$ cat src/rtl/load_store_ctrl.sv
// RV32I load/store bus controller: IDLE -> BUSY -> DONE handshake with lane steering and timeout abort.
// Optional misaligned-access trap when LSU_MISALIGN_TRAP_EN is defined.
module load_store_ctrl #(
    parameter int unsigned TIMEOUT = 64
) (
    input  logic        clk,
    input  logic        nRst,
    input  logic        memRead,
    input  logic        memWrite,
    input  logic [2:0]  funct3,
    input  logic [31:0] addr,
    input  logic [31:0] storeData,
    input  logic        busReady,
    input  logic [31:0] busRdata,
    output logic [31:0] busAddr,
    output logic [31:0] busWdata,
    output logic [3:0]  busSel,
    output logic        busRen,
    output logic        busWen,
    output logic        stall,
    output logic [31:0] memload,
    output logic        loadValid,
    output logic        busErr,
    output logic        misaligned
);

    typedef enum logic [1:0] {IDLE, BUSY, DONE} state_t;

    state_t      state, state_next;
    logic [7:0]  count;
    logic [1:0]  size;
    logic [1:0]  a_lo;
    logic        is_read;
    logic        timed_out;
    logic        req;
    logic        misal_req;
    logic        at_limit;
    logic [3:0]  sel_calc;
    logic [31:0] wdata_calc;
    logic [31:0] load_calc;
    logic        unused_sign;

    // sign/zero extension happens in writeback, so the unsigned bit is not needed here
    assign unused_sign = funct3[2];

    assign req      = memRead | memWrite;
    assign at_limit = (count == 8'(TIMEOUT - 1));

`ifdef LSU_MISALIGN_TRAP_EN
    logic trap;
    assign misal_req  = ((funct3[1:0] == 2'b01) && addr[0]) ||
                        (funct3[1] && (addr[1:0] != 2'b00));
    assign misaligned = (state == DONE) && trap;
`else
    assign misal_req  = 1'b0;
    assign misaligned = 1'b0;
`endif

    always_comb begin
        sel_calc   = 4'b1111;
        wdata_calc = storeData;
        case (funct3[1:0])
            2'b00: begin
                sel_calc   = 4'b0001 << addr[1:0];
                wdata_calc = {4{storeData[7:0]}};
            end
            2'b01: begin
                sel_calc   = 4'b0011 << {addr[1], 1'b0};
                wdata_calc = {2{storeData[15:0]}};
            end
            default: ;
        endcase
    end

    always_comb begin
        load_calc = busRdata;
        case (size)
            2'b00:   load_calc = busRdata >> {a_lo, 3'b000};
            2'b01:   load_calc = busRdata >> {a_lo[1], 4'b0000};
            default: ;
        endcase
    end

    always_comb begin
        state_next = state;
        case (state)
            IDLE: if (req) state_next = misal_req ? DONE : BUSY;
            BUSY: if (busReady || at_limit) state_next = DONE;
            DONE: state_next = IDLE;
            default: state_next = IDLE;
        endcase
    end

    assign stall     = ((state == IDLE) && req) || (state == BUSY);
    assign loadValid = (state == DONE) && is_read && !timed_out
`ifdef LSU_MISALIGN_TRAP_EN
                       && !trap
`endif
                       ;
    assign busErr    = (state == DONE) && timed_out;

    always_ff @(posedge clk) begin
        if (!nRst) begin
            state     <= IDLE;
            count     <= '0;
            size      <= '0;
            a_lo      <= '0;
            is_read   <= 1'b0;
            timed_out <= 1'b0;
            busAddr   <= '0;
            busWdata  <= '0;
            busSel    <= '0;
            busRen    <= 1'b0;
            busWen    <= 1'b0;
            memload   <= '0;
`ifdef LSU_MISALIGN_TRAP_EN
            trap      <= 1'b0;
`endif
        end else begin
            state <= state_next;
            case (state)
                IDLE: if (req) begin
                    count     <= '0;
                    size      <= funct3[1:0];
                    a_lo      <= addr[1:0];
                    is_read   <= memRead;
                    timed_out <= 1'b0;
`ifdef LSU_MISALIGN_TRAP_EN
                    trap      <= misal_req;
`endif
                    if (!misal_req) begin
                        busAddr  <= {addr[31:2], 2'b00};
                        busSel   <= sel_calc;
                        busWdata <= wdata_calc;
                        busRen   <= memRead;
                        busWen   <= memWrite & ~memRead;
                    end
                end
                BUSY: begin
                    if (busReady) begin
                        busRen <= 1'b0;
                        busWen <= 1'b0;
                        if (is_read) memload <= load_calc;
                    end else if (at_limit) begin
                        busRen    <= 1'b0;
                        busWen    <= 1'b0;
                        timed_out <= 1'b1;
                        memload   <= '0;
                    end else begin
                        count <= count + 8'd1;
                    end
                end
                default: ;
            endcase
        end
    end

endmodule
$ cat config.mk
export PLATFORM = sky130hd
export DESIGN_NAME = load_store_ctrl
export DESIGN_NICKNAME = d
export VERILOG_FILES = /design/src/rtl/load_store_ctrl.sv
export SDC_FILE = /design/constraint.sdc
export NUM_CORES = 1
export LEC_CHECK = 0
export CAP_MARGIN = 20
export CORE_MARGIN = 2
export CORE_UTILIZATION = 40
export DETAILED_ROUTE_END_ITERATION = 6
export PLACE_DENSITY_LB_ADDON = 0.08
export SKIP_CTS_REPAIR_TIMING = 1
export SYNTH_ARGS = -nofsm -noshare
export SYNTH_HDL_FRONTEND = slang
export SYNTH_SLANG_ARGS = --single-unit
$ cat constraint.sdc
create_clock -name clk -period 2.2 [get_ports clk]
set_clock_uncertainty 0.1 [all_clocks]
set_input_delay 0.66 -clock clk [delete_from_list [all_inputs] [get_ports clk]]
set_output_delay 0.66 -clock clk [all_outputs]
set_load 0.05 [all_outputs]
# --- Word level (Yosys, flattened, before mapping) ---
# Cells that the tools add are included.
totals:
  output_inout_bits: 106
  in_bits: 104
  word_cells: 73
  reg_bits: 116
classes:
  n_shift: 4
  add_sub_neg: 1
  n_bitwise: 3
  reduce_logical: 18
  mux: 23
  eq_ne: 12
op_table:
  columns: ["cell", "count"]
  rows:
  - ["32-bit case mux with 2 select lines", 2]
  - ["32-bit two-way mux", 3]
  - ["32-bit by 5-bit >> shifter with 32-bit output", 2]
  - ["8-bit two-way mux", 3]
  - ["8-bit case mux with 2 select lines", 1]
  - ["2-bit inequality test, second input constant", 5]
  - ["8-bit by 1-bit adder with 8-bit output, second input constant", 1]
  - ["8-bit by 6-bit == test with 1-bit output, second input constant", 1]
  - ["4-bit case mux with 2 select lines", 1]
  - ["4-bit AND reduction", 2]
  - ["1-bit two-way mux", 7]
  - ["2-bit by 1-bit == test with 1-bit output, second input constant", 3]
  - ["2-bit logical NOT", 3]
  - ["1-bit case mux with 2 select lines", 3]
  - ["3-bit AND reduction", 2]
  - ["1-bit logical AND", 4]
  - ["2-bit two-way mux", 2]
  - ["2-bit case mux with 2 select lines", 1]
  - ["2-bit AND reduction", 2]
  - ["2-bit nonzero test", 2]
  - ["1-bit by 2-bit << shifter with 4-bit output, first input constant", 1]
  - ["2-bit by 2-bit << shifter with 4-bit output, first input constant", 1]
  - ["3-bit inequality test, second input constant", 1]
  - ["2-bit == test, second input constant", 1]
  - ["other kinds (6)", 7]

# --- Logic depth before layout (Yosys ltp) ---
# Gate-level depths: netlist of the first run.
depth:
  word_depth: 4
  mapped_depth: 6
  depth_no_buf: 5

# --- Worst setup path before layout of the first run ---
# OpenSTA, ideal clock, no wires.
synth_timing:
  path_type: "reg2out"
  from: "register state[1]"
  to: "output loadValid"
  t_arrival_ns: 2.005
  t_required_ns: 1.440
  n_path_buf: 0
  setup_slack_ns: -0.565
  stages_incl_launch_ff: 2
  cell_sequence: "dfxtp_1 -> nor4bb_1"
synth_between:
  elab_chain_len: 3
synth_lines:
  columns: ["element", "line_no", "text"]
  rows:
  - ["start, declared", "29", "state_t state, state_next;"]
  - ["start signal, assigned", "120", "state <= state_next;"]
  - ["2-bit == test", "95", "assign loadValid = (state == DONE) && is_read && !timed_out"]
  - ["1-bit logical AND (2 in a row)", "95", null]
  - ["end, declared", "22", "output logic loadValid,"]
# No other way between the ends.

# --- Worst setup path after layout of the first run ---
# Ends and elaborated chain as after synthesis.

==> impl_metrics.json, run 1 <==
{
  "grt_antenna_before_repair": 0,
  "syn_to_final_growth_pct": 58.6,
  "htree_num_levels": 4,
  "peakVddDrop_mv": 0.579,
  "dpl_worst_slack_ns": -0.253,
  "die_area_um2": 13200,
  "final_common_cell": "buf_4",
  "ys_warn_count": 0,
  "netlist_area_um2": 4910,
  "tritoncts": "built",
  "grt_first_pass_wirelength_um": 24500,
  "crit_start": "state[1]",
  "p_per_area_nw_per_um2": 934,
  "p_sw_mw": 2.08,
  "worstSetupEndpoint": "loadValid",
  "drtIter0Drc": 379,
  "max_freq_mhz": 468,
  "leakagePower_nw": 3.17,
  "layout_common_cells": "buf_4 (127), nand2_1 (119), dfxtp_1 (114)",
  "clk_pin_slew_ns": 0.05,
  "rsz0062_at_grt": "yes",
  "power_frac_seq_pct": 32.3,
  "die_x_um": 115,
  "drcViolationCount": 0,
  "nets": 887,
  "fin_ws_ns": 0.0614,
  "finalSetupViolations": 0,
  "core-area_um2": 12000,
  "first_global_vias": 4902,
  "crit_path_start_kind": "flop",
  "grt_usage_pct": 23.7,
  "cap_violations": 0,
  "wl_met3_um": 1410,
  "pwr-share-clk_pct": 45.4,
  "ys.flop_type": "dfxtp_1",
  "syn_inst": 572,
  "cts_buffer_depth": 2,
  "final_hold_viol_count": 0,
  "worstSkewPairLatency_ns": 0.41,
  "critPathKind": "flop to output port",
  "pwr-share-comb_pct": 22.4,
  "antenna_cells": 0,
  "synth_cell_types": 49,
  "worstMarginPinSlew_ns": 0.811,
  "switching_share_pct": 28.5,
  "io_pins": 210,
  "crit_arrival_ns": 1.38,
  "outcome": "finished, final reports clean",
  "synth-edff-count": 0,
  "detail-route-antenna-nets": 0,
  "syn_avg_cell_area_um2": 8.59,
  "hold_class": "flop to flop",
  "io_buffers": 205,
  "slew_headroom_pct": 45.9,
  "root_buffer": "clkbuf_16",
  "vias": 5116,
  "final_layout_size_suffix_gt1_share_pct": 22.8,
  "numClockSinks": 116,
  "wl_met1_um": 6340,
  "synth_seq_cells": 116,
  "reg2reg_to": "count[4]",
  "cp_max_fo": 7,
  "drt_pre_antenna_iters": 7,
  "cts_buffers": 17,
  "synthArstFlopShare_pct": 0,
  "cp-end-kind": "output port",
  "wl_per_cell_um": 16.5,
  "wl_um": 15500,
  "intPower_mw": 5.21,
  "r2r_setup_slack_ns": 0.19,
  "slew_viol_final": 0,
  "routed_via_density": 5.43,
  "yosysSeqAreaShare_pct": 47.3,
  "dp_hpwl_um": 11200,
  "wl_met2_um": 7390,
  "grt_max_degree": 77,
  "initial_utilization_pct": 40.9,
  "hold_slack_ns": 0.353,
  "regToRegStartpoint": "count[0]",
  "finalCriticalPeriod_ns": 2.14,
  "placement_rows": 40,
  "fin_crit_sh_pct": 97.2,
  "fp.dieH_um": 115,
  "critical_path_required_ns": 1.44,
  "reg2reg_depth": 6,
  "top_layer": "met4",
  "grt-ovfl-total": 0,
  "gp_congestion": 0.951
}
## cell type report
cell class,count,area (um^2)
Clock buffer,23,488
Clock inverter,9,220
Fill cell,1040,4220
Inverter,6,22.5
Multi-Input combinational cell,404,2410
Sequential cell,116,2320
Tap cell,147,184
Timing Repair Buffer,237,2140
## cell usage after synthesis, types with 8 or more instances
| library cell | n | area [um^2] |
|---|---|---|
| mux2i_1 | 16 | 160 |
| o2bb2ai_1 | 16 | 140 |
| a211oi_1 | 8 | 60.1 |
| o21ai_0 | 24 | 120 |
| a221oi_1 | 8 | 70.1 |
| a311oi_1 | 10 | 87.6 |
| nor2_1 | 20 | 75.1 |
| a31oi_1 | 12 | 75.1 |
| o211ai_1 | 11 | 82.6 |
| a22o_1 | 8 | 70.1 |
| nand3_1 | 15 | 75.1 |
| nand2_1 | 120 | 450 |
| dfxtp_1 | 116 | 2320 |
| buf_2 | 13 | 65.1 |
| a22oi_1 | 9 | 67.6 |
| a221o_1 | 8 | 80.1 |
| a21oi_1 | 70 | 350 |
| nor4bb_1 | 9 | 90.1 |
| clkbuf_1 | 26 | 97.6 |
## registers in the layout, summed over array words and instances, names as in the netlist, 2 cells and up
signal / flops
a_lo: 2
busWdata: 32
size: 2
busSel: 4
memload: 32
count: 8
busAddr: 30
state: 2
## layer usage
layer / track usage [%] / vias up
met5: 0 / -
met2: 38.9 / 228
met1: 27.8 / 2363
met3: 8.38 / 28
li1: - / 2497
met4: 11.2 / 0
## power by group through the flow
stage          Combinational (mW)  Clock [mW]  Sequential (mW)
2_1_floorplan               0.511           0             2.85
3_3_place_gp                 1.61           0             2.38
3_5_place_dp                 1.63           0             2.39
4_1_cts                      1.63        3.36             2.35
5_1_grt                      1.74        3.47             2.37
6_report                     1.63        3.30             2.35
## how the worst min path moves through the flow
stage | startpoint | end | slack, ns | cells after the start
after global routing | busAddr[27] | busAddr[27] | 0.37 | 2
final | busAddr[17] | busAddr[17] | 0.35 | 2
after CTS | busAddr[13] | busAddr[13] | 0.36 | 2
after global placement | busAddr[11] | busAddr[11] | 0.34 | 2
after detailed placement | busAddr[13] | busAddr[13] | 0.35 | 2
after floorplan | is_read | is_read | 0.35 | 2
## critical path, stage by stage (launching register included)
cell	delay [ns]
dfxtp_2	0.42
nor4bb_4	0.37
buf_12	0.18
## kinds of logic (layout without fill, tap and decap cells)
| family | Yosys count | count (layout) | synth area share, % |
|---|---|---|---|
| AO/OA/AOI/OAI | 195 | 195 | 26.4 |
| adder cells (fa/ha/maj) | 1 | 1 | 0.255 |
| buffers and inverters | 54 | 275 | 4.79 |
| flip-flops | 116 | 116 | 47.3 |
| multiplexers | 16 | 16 | 3.26 |
| other | 1 | 3 | 0.0763 |
| AND/OR/NAND/NOR | 189 | 189 | 18.0 |
## metrics by stage
step / area [um^2] / cells / setup TNS [ns] / utilization (%) / total power [mW]
2_1_floorplan: 4940 / 574 / 0 / - / 3.36
6_report: 7790 / 942 / 0 / 64.9 / 7.28
3_5_place_dp: 7060 / 910 / -8.01 / 58.8 / 4.01
4_1_cts: 7770 / 942 / -0.148 / 64.7 / 7.33
3_3_place_gp: 7060 / 910 / -5.97 / 58.8 / 3.99
5_1_grt: 7790 / 942 / -0.00317 / 64.9 / 7.57
Note: power is estimated with default switching activity, not from simulation.
==> run 2, diff against run 1 <==
Settings changed: ABC_AREA set to 1.
Clock period 2.2 ns to 2.71 ns, I/O delays scaled along.
==> run 2 against run 1 <==
Synthesized cell count increased by 25%; sequential power fell by 17%; highest routed layer unchanged; critical path type is now primary input to output port; combinational power decreased by 6%.
==> impl_metrics.json, run 2 <==
{
  "slew_viol_final": 0,
  "layout_common_cells": "clkdlybuf4s50_1 (201), dfxtp_1 (116), nand2_1 (99)",
  "top_layer": "met4",
  "final_layout_size_suffix_gt1_share_pct": 7.10,
  "synth_top_cell_by_area": "dfxtp_1",
  "stdcell_area_um2": 7900,
  "slew_headroom_pct": 46.2,
  "cp-end-kind": "output port",
  "yosysSeqAreaShare_pct": 44.3,
  "routed_via_density": 5.27,
  "drtIter0Drc": 418,
  "max_freq_mhz": 374,
  "root_buffer": "clkbuf_16",
  "grt_first_pass_wirelength_um": 26600,
  "grt_usage_pct": 23.3,
  "syn_to_final_growth_pct": 50.5,
  "ys_warn_count": 0,
  "p_per_area_nw_per_um2": 708,
  "tns_ns": 0,
  "synth_seq_cells": 116,
  "hold_class": "flop to flop",
  "placement_rows": 41,
  "finalCriticalPeriod_ns": 2.67,
  "wl_um": 16500,
  "core-area_um2": 12700,
  "synth.most_common_cell": "dfxtp_1",
  "cp_max_fo": 2,
  "critPathKind": "primary input to output port",
  "drt_pre_antenna_iters": 5,
  "detail-route-antenna-nets": 0,
  "critical_path_required_ns": 1.80,
  "syn_inst": 715,
  "synth-edff-count": 0,
  "antenna_cells": 0,
  "vias": 5725,
  "yosys-top-cells-area": "dfxtp_1 (44%), a21oi_1 (8.5%), nand2_1 (7.2%)",
  "fp.dieH_um": 119,
  "cts_buffers": 17,
  "outcome": "finished, final reports clean",
  "leakagePower_nw": 3.16,
  "synth_common_cells": "dfxtp_1 (116), nand2_1 (100), nor2_1 (94)",
  "postPlaceCellArea_um2": 7340,
  "cts_buffer_depth": 2,
  "syn_avg_cell_area_um2": 7.34,
  "worstSkewPairLatency_ns": 0.42,
  "numClockSinks": 116,
  "ys.flop_type": "dfxtp_1",
  "final_common_cell": "clkdlybuf4s50_1",
  "tritoncts": "built",
  "wl_met3_um": 1510,
  "fin_crit_sh_pct": 98.6,
  "synthArstFlopShare_pct": 0,
  "drcViolationCount": 0,
  "wl_per_cell_um": 15.2,
  "wl_met2_um": 7810,
  "gp_congestion": 0.871,
  "grt_max_degree": 84,
  "dp_hpwl_um": 11600,
  "worstMarginPinSlew_ns": 0.807,
  "grt-ovfl-total": 0,
  "final_hold_viol_count": 0,
  "crit_path_start_kind": "primary input",
  "io_pins": 210,
  "synth_top_area_share_pct": 44.3,
  "totalPowerFinal_mw": 5.60,
  "nets": 1008,
  "clk_pin_slew_ns": 0.05,
  "die_x_um": 119,
  "first_global_vias": 5574,
  "initial_utilization_pct": 41.2,
  "final_util_pct": 62.1,
  "peakVddDrop_mv": 0.410,
  "grt_antenna_before_repair": 0,
  "die_area_um2": 14100,
  "htree_num_levels": 4,
  "crit_arrival_ns": 1.76,
  "reg_top3": "busWdata (32), memload (32), busAddr (30)",
  "cap_violations": 0,
  "synth_cell_types": 36,
  "io_buffers": 205,
  "wl_met1_um": 6710,
  "finalSetupViolations": 0,
  "netlist_area_um2": 5250
}
[run 2: cell types whose count changed in the layout (fill, tap and decap cells not counted), sizes merged, moves of 10 or more]
| cell | delta |
|---|---|
| buf | -118 |
| clkdlybuf4s50 | +101 |
| nor2 | +75 |
| nand3 | +57 |
| o21ai | +52 |
| inv | +48 |
| a21oi | +19 |
| mux2i | -16 |
| o2bb2ai | -16 |
| nand4 | +11 |
| nand2 | -10 |
[run 2: final timing paths]
path | from | end | slack [ns] | depth (start not counted)
setup / recovery | memWrite | stall | 0.04 | 6
setup reg to reg | size[1] | memload[4] | 0.64 | 8
hold / removal | busSel[3] | busSel[3] | 0.36 | 2
hold reg to reg | busSel[3] | busSel[3] | 0.36 | 2
[run 2: per-stage QoR]
| stage | hold slack (ns) | setup WS (ns) | cells |
|---|---|---|---|
| 6_report | 0.365 | 0.0384 | 1087 |
| 5_1_grt | 0.397 | -0.00508 | 1087 |
| 4_1_cts | 0.367 | 0.0260 | 1087 |
| 3_5_place_dp | 0.359 | 0.00787 | 1056 |
| 3_3_place_gp | 0.353 | 0.0331 | 1056 |
| 2_1_floorplan | 0.344 | 0.403 | 717 |
[run 2: power breakdown]
| group | total [mW] | internal (mW) | switching (mW) | leakage (nW) |
|---|---|---|---|---|
| registers | 1.95 | 1.86 | 0.0969 | 0.954 |
| clock network | 2.11 | 1.39 | 0.723 | 0.272 |
| logic | 1.53 | 0.536 | 0.996 | 1.93 |
| total | 5.60 | 3.78 | 1.82 | 3.16 |
[run 2: area by class of cell]
type	count	area, um^2
clock buffers	26	479
repair buffers	218	2150
clock inverters	5	75.1
fillers	1196	4820
well taps	172	215
multi-input cells	497	2440
inverters	53	216
flip-flops and latches	116	2320
[run 2: logic make-up (layout without fill, tap and decap cells)]
| kind of cell | Yosys count | in the layout | synth area share [%] |
|---|---|---|---|
| other cells | 1 | 3 | 0.0715 |
| fa+ha+maj | 1 | 1 | 0.238 |
| compound gates | 198 | 198 | 20.2 |
| flops | 116 | 116 | 44.3 |
| buf+inv | 104 | 302 | 9.47 |
| simple gates | 295 | 295 | 25.7 |
[run 2: worst max-delay path: stages]
cell,delay (ns)
clkdlybuf4s50_1,0.49
nand2_1,0.09
nand2_2,0.09
inv_2,0.04
nand2_2,0.06
buf_6,0.16
[run 2: per-layer routing]
metal  global-route usage, %  vias up
met1                    27.7     2647
li1                        -     2793
met5                       0        -
met2                    38.0      244
met4                    9.97        0
met3                    8.25       41
==> run 3, diff against run 2 <==
Settings changed: RECOVER_POWER set to 50.
==> run 3 against run 2 <==
Final area shrank 0.17%; die area is the same; core utilization shrank 0.11 points; hold slack is essentially flat; global-route usage is the same; critical path depth is the same; maximum frequency is essentially flat; routed wire length is essentially flat; sequential share of layout area grew 0.051 points; sequential power is essentially flat; flip-flop and latch count is the same; first-iteration DRC count grew 7.2%; critical endpoint unchanged; largest power group unchanged; highest routed layer unchanged.
==> impl_metrics.json, run 3 (synthesis gave the netlist of run 2 again) <==
{
  "placement_rows": 41,
  "cts_buffers": 17,
  "dp_hpwl_um": 11600,
  "path_cells": "clkdlybuf4s50_1 -> nand2_1 -> nand2_2 -> inv_2 -> nand2_2 -> buf_6",
  "finalCriticalPeriod_ns": 2.67,
  "core-area_um2": 12700,
  "io_pins": 210,
  "grt_max_degree": 84,
  "worstMarginPinSlew_ns": 0.876,
  "p_per_area_nw_per_um2": 709,
  "slew_viol_final": 0,
  "layout_common_cells": "clkdlybuf4s50_1 (200), dfxtp_1 (116), nand2_1 (101)",
  "grt-ovfl-total": 0,
  "dpl_worst_slack_ns": 0.00787,
  "io_buffers": 205,
  "crit_arrival_ns": 1.76,
  "cap_violations": 0,
  "htree_num_levels": 4,
  "vias": 5708,
  "reg_top3": "busWdata (32), memload (32), busAddr (30)",
  "regToRegStartpoint": "size[1]",
  "wl_um": 16500,
  "final_layout_size_suffix_gt1_share_pct": 6.78,
  "antenna_cells": 0,
  "cp-end-kind": "output port",
  "numClockSinks": 116,
  "wl_per_cell_um": 15.2,
  "crit_path_start_kind": "primary input",
  "max_freq_mhz": 375,
  "worstSkewPairLatency_ns": 0.41,
  "fin_ws_ns": 0.0404,
  "dp.cells": 1056,
  "critPathBufInv": 3,
  "final_common_cell": "clkdlybuf4s50_1",
  "stdcell_count": 1087,
  "peakVddDrop_mv": 0.410,
  "path_common_cell": "nand2_2",
  "fp.dieH_um": 119,
  "die_area_um2": 14100,
  "initial_utilization_pct": 41.2,
  "path_delay_family": "buffers and inverters",
  "critical_path_required_ns": 1.80,
  "die_x_um": 119,
  "reg2reg_depth": 8,
  "final_hold_viol_count": 0,
  "hold_path_depth": 2,
  "outcome": "finished, final reports clean",
  "finalSetupViolations": 0,
  "drtIter0Drc": 448,
  "fin_crit_sh_pct": 98.5,
  "critPathKind": "primary input to output port",
  "slew_headroom_pct": 41.6,
  "drt_pre_antenna_iters": 5,
  "tritoncts": "built",
  "leakagePower_nw": 3.15,
  "cp_slowest_cell": "clkdlybuf4s50_1",
  "r2r_setup_slack_ns": 0.63,
  "grt_usage_pct": 23.3,
  "clk_pin_slew_ns": 0.05,
  "grt_first_pass_wirelength_um": 26600,
  "detail-route-antenna-nets": 0,
  "min_from": "busSel[3]",
  "cpPeakStageDelay_ns": 0.49,
  "reg2reg_to": "memload[4]",
  "cts_buffer_depth": 2,
  "cp_max_fo": 2,
  "root_buffer": "clkbuf_16",
  "drcViolationCount": 0,
  "syn_to_final_growth_pct": 50.3,
  "min_to": "busSel[3]",
  "grt_antenna_before_repair": 0,
  "gp_congestion": 0.871,
  "nets": 1008,
  "hold_slack_ns": 0.365,
  "hold_class": "flop to flop",
  "routed_via_density": 5.25,
  "first_global_vias": 5574
}
-- run 3: changes by cell type in the layout (fill, tap and decap cells not counted), sizes merged --
cell / before / now
buf: 17 / 13
clkbuf: 26 / 30
clkdlybuf4s50: 201 / 200
dlygate4sd3: 0 / 1
-- run 3: worst min-delay path, stage by stage (launching register included) --
cell and delay, ns:
dfxtp_1 0.31, nand2_1 0.06, a21oi_1 0.05
-- run 3: area by class of cell --
cell class	instances	area, um^2
Fill cell	1198	4840
Multi-Input combinational cell	497	2430
Sequential cell	116	2320
Timing Repair Buffer	218	2140
Clock buffer	26	479
Inverter	53	216
Tap cell	172	215
Clock inverter	5	75.1
-- run 3: worst max-delay path by stage --
stage	startpoint	end	slack (ns)	depth (start not counted)
final	memWrite	stall	0.04	6
after global routing	memWrite	stall	-0.003	6
after CTS	memWrite	stall	0.03	6
after detailed placement	memWrite	count[5]	0.008	9
after global placement	memWrite	stall	0.03	6
after floorplan	memRead	stall	0.40	5
-- run 3: metrics by stage --
stage | cell area (um^2) | TNS, ns | utilization [%] | power [mW]
2_1_floorplan | 5260 | 0 | - | 2.97
3_3_place_gp | 7340 | 0 | 57.7 | 3.48
3_5_place_dp | 7340 | 0 | 57.7 | 3.51
4_1_cts | 7900 | 0 | 62.1 | 5.63
5_1_grt | 7890 | -0.00306 | 62.0 | 5.84
6_report | 7890 | 0 | 62.0 | 5.59
-- run 3: routing by layer --
layer / wire length (um) / global-route usage [%] / part of all wire, %
met3: 1530 / 8.25 / 9.3
met2: 7790 / 38.0 / 47
met5: 0 / 0 / 0
met1: 6720 / 27.7 / 41
met4: 432 / 9.97 / 2.6
-- run 3: report_power, final --
group | internal [mW] | total, mW | switching [mW]
Sequential | 1.86 | 1.95 | 0.0968
Combinational | 0.536 | 1.53 | 0.995
Clock | 1.39 | 2.11 | 0.721
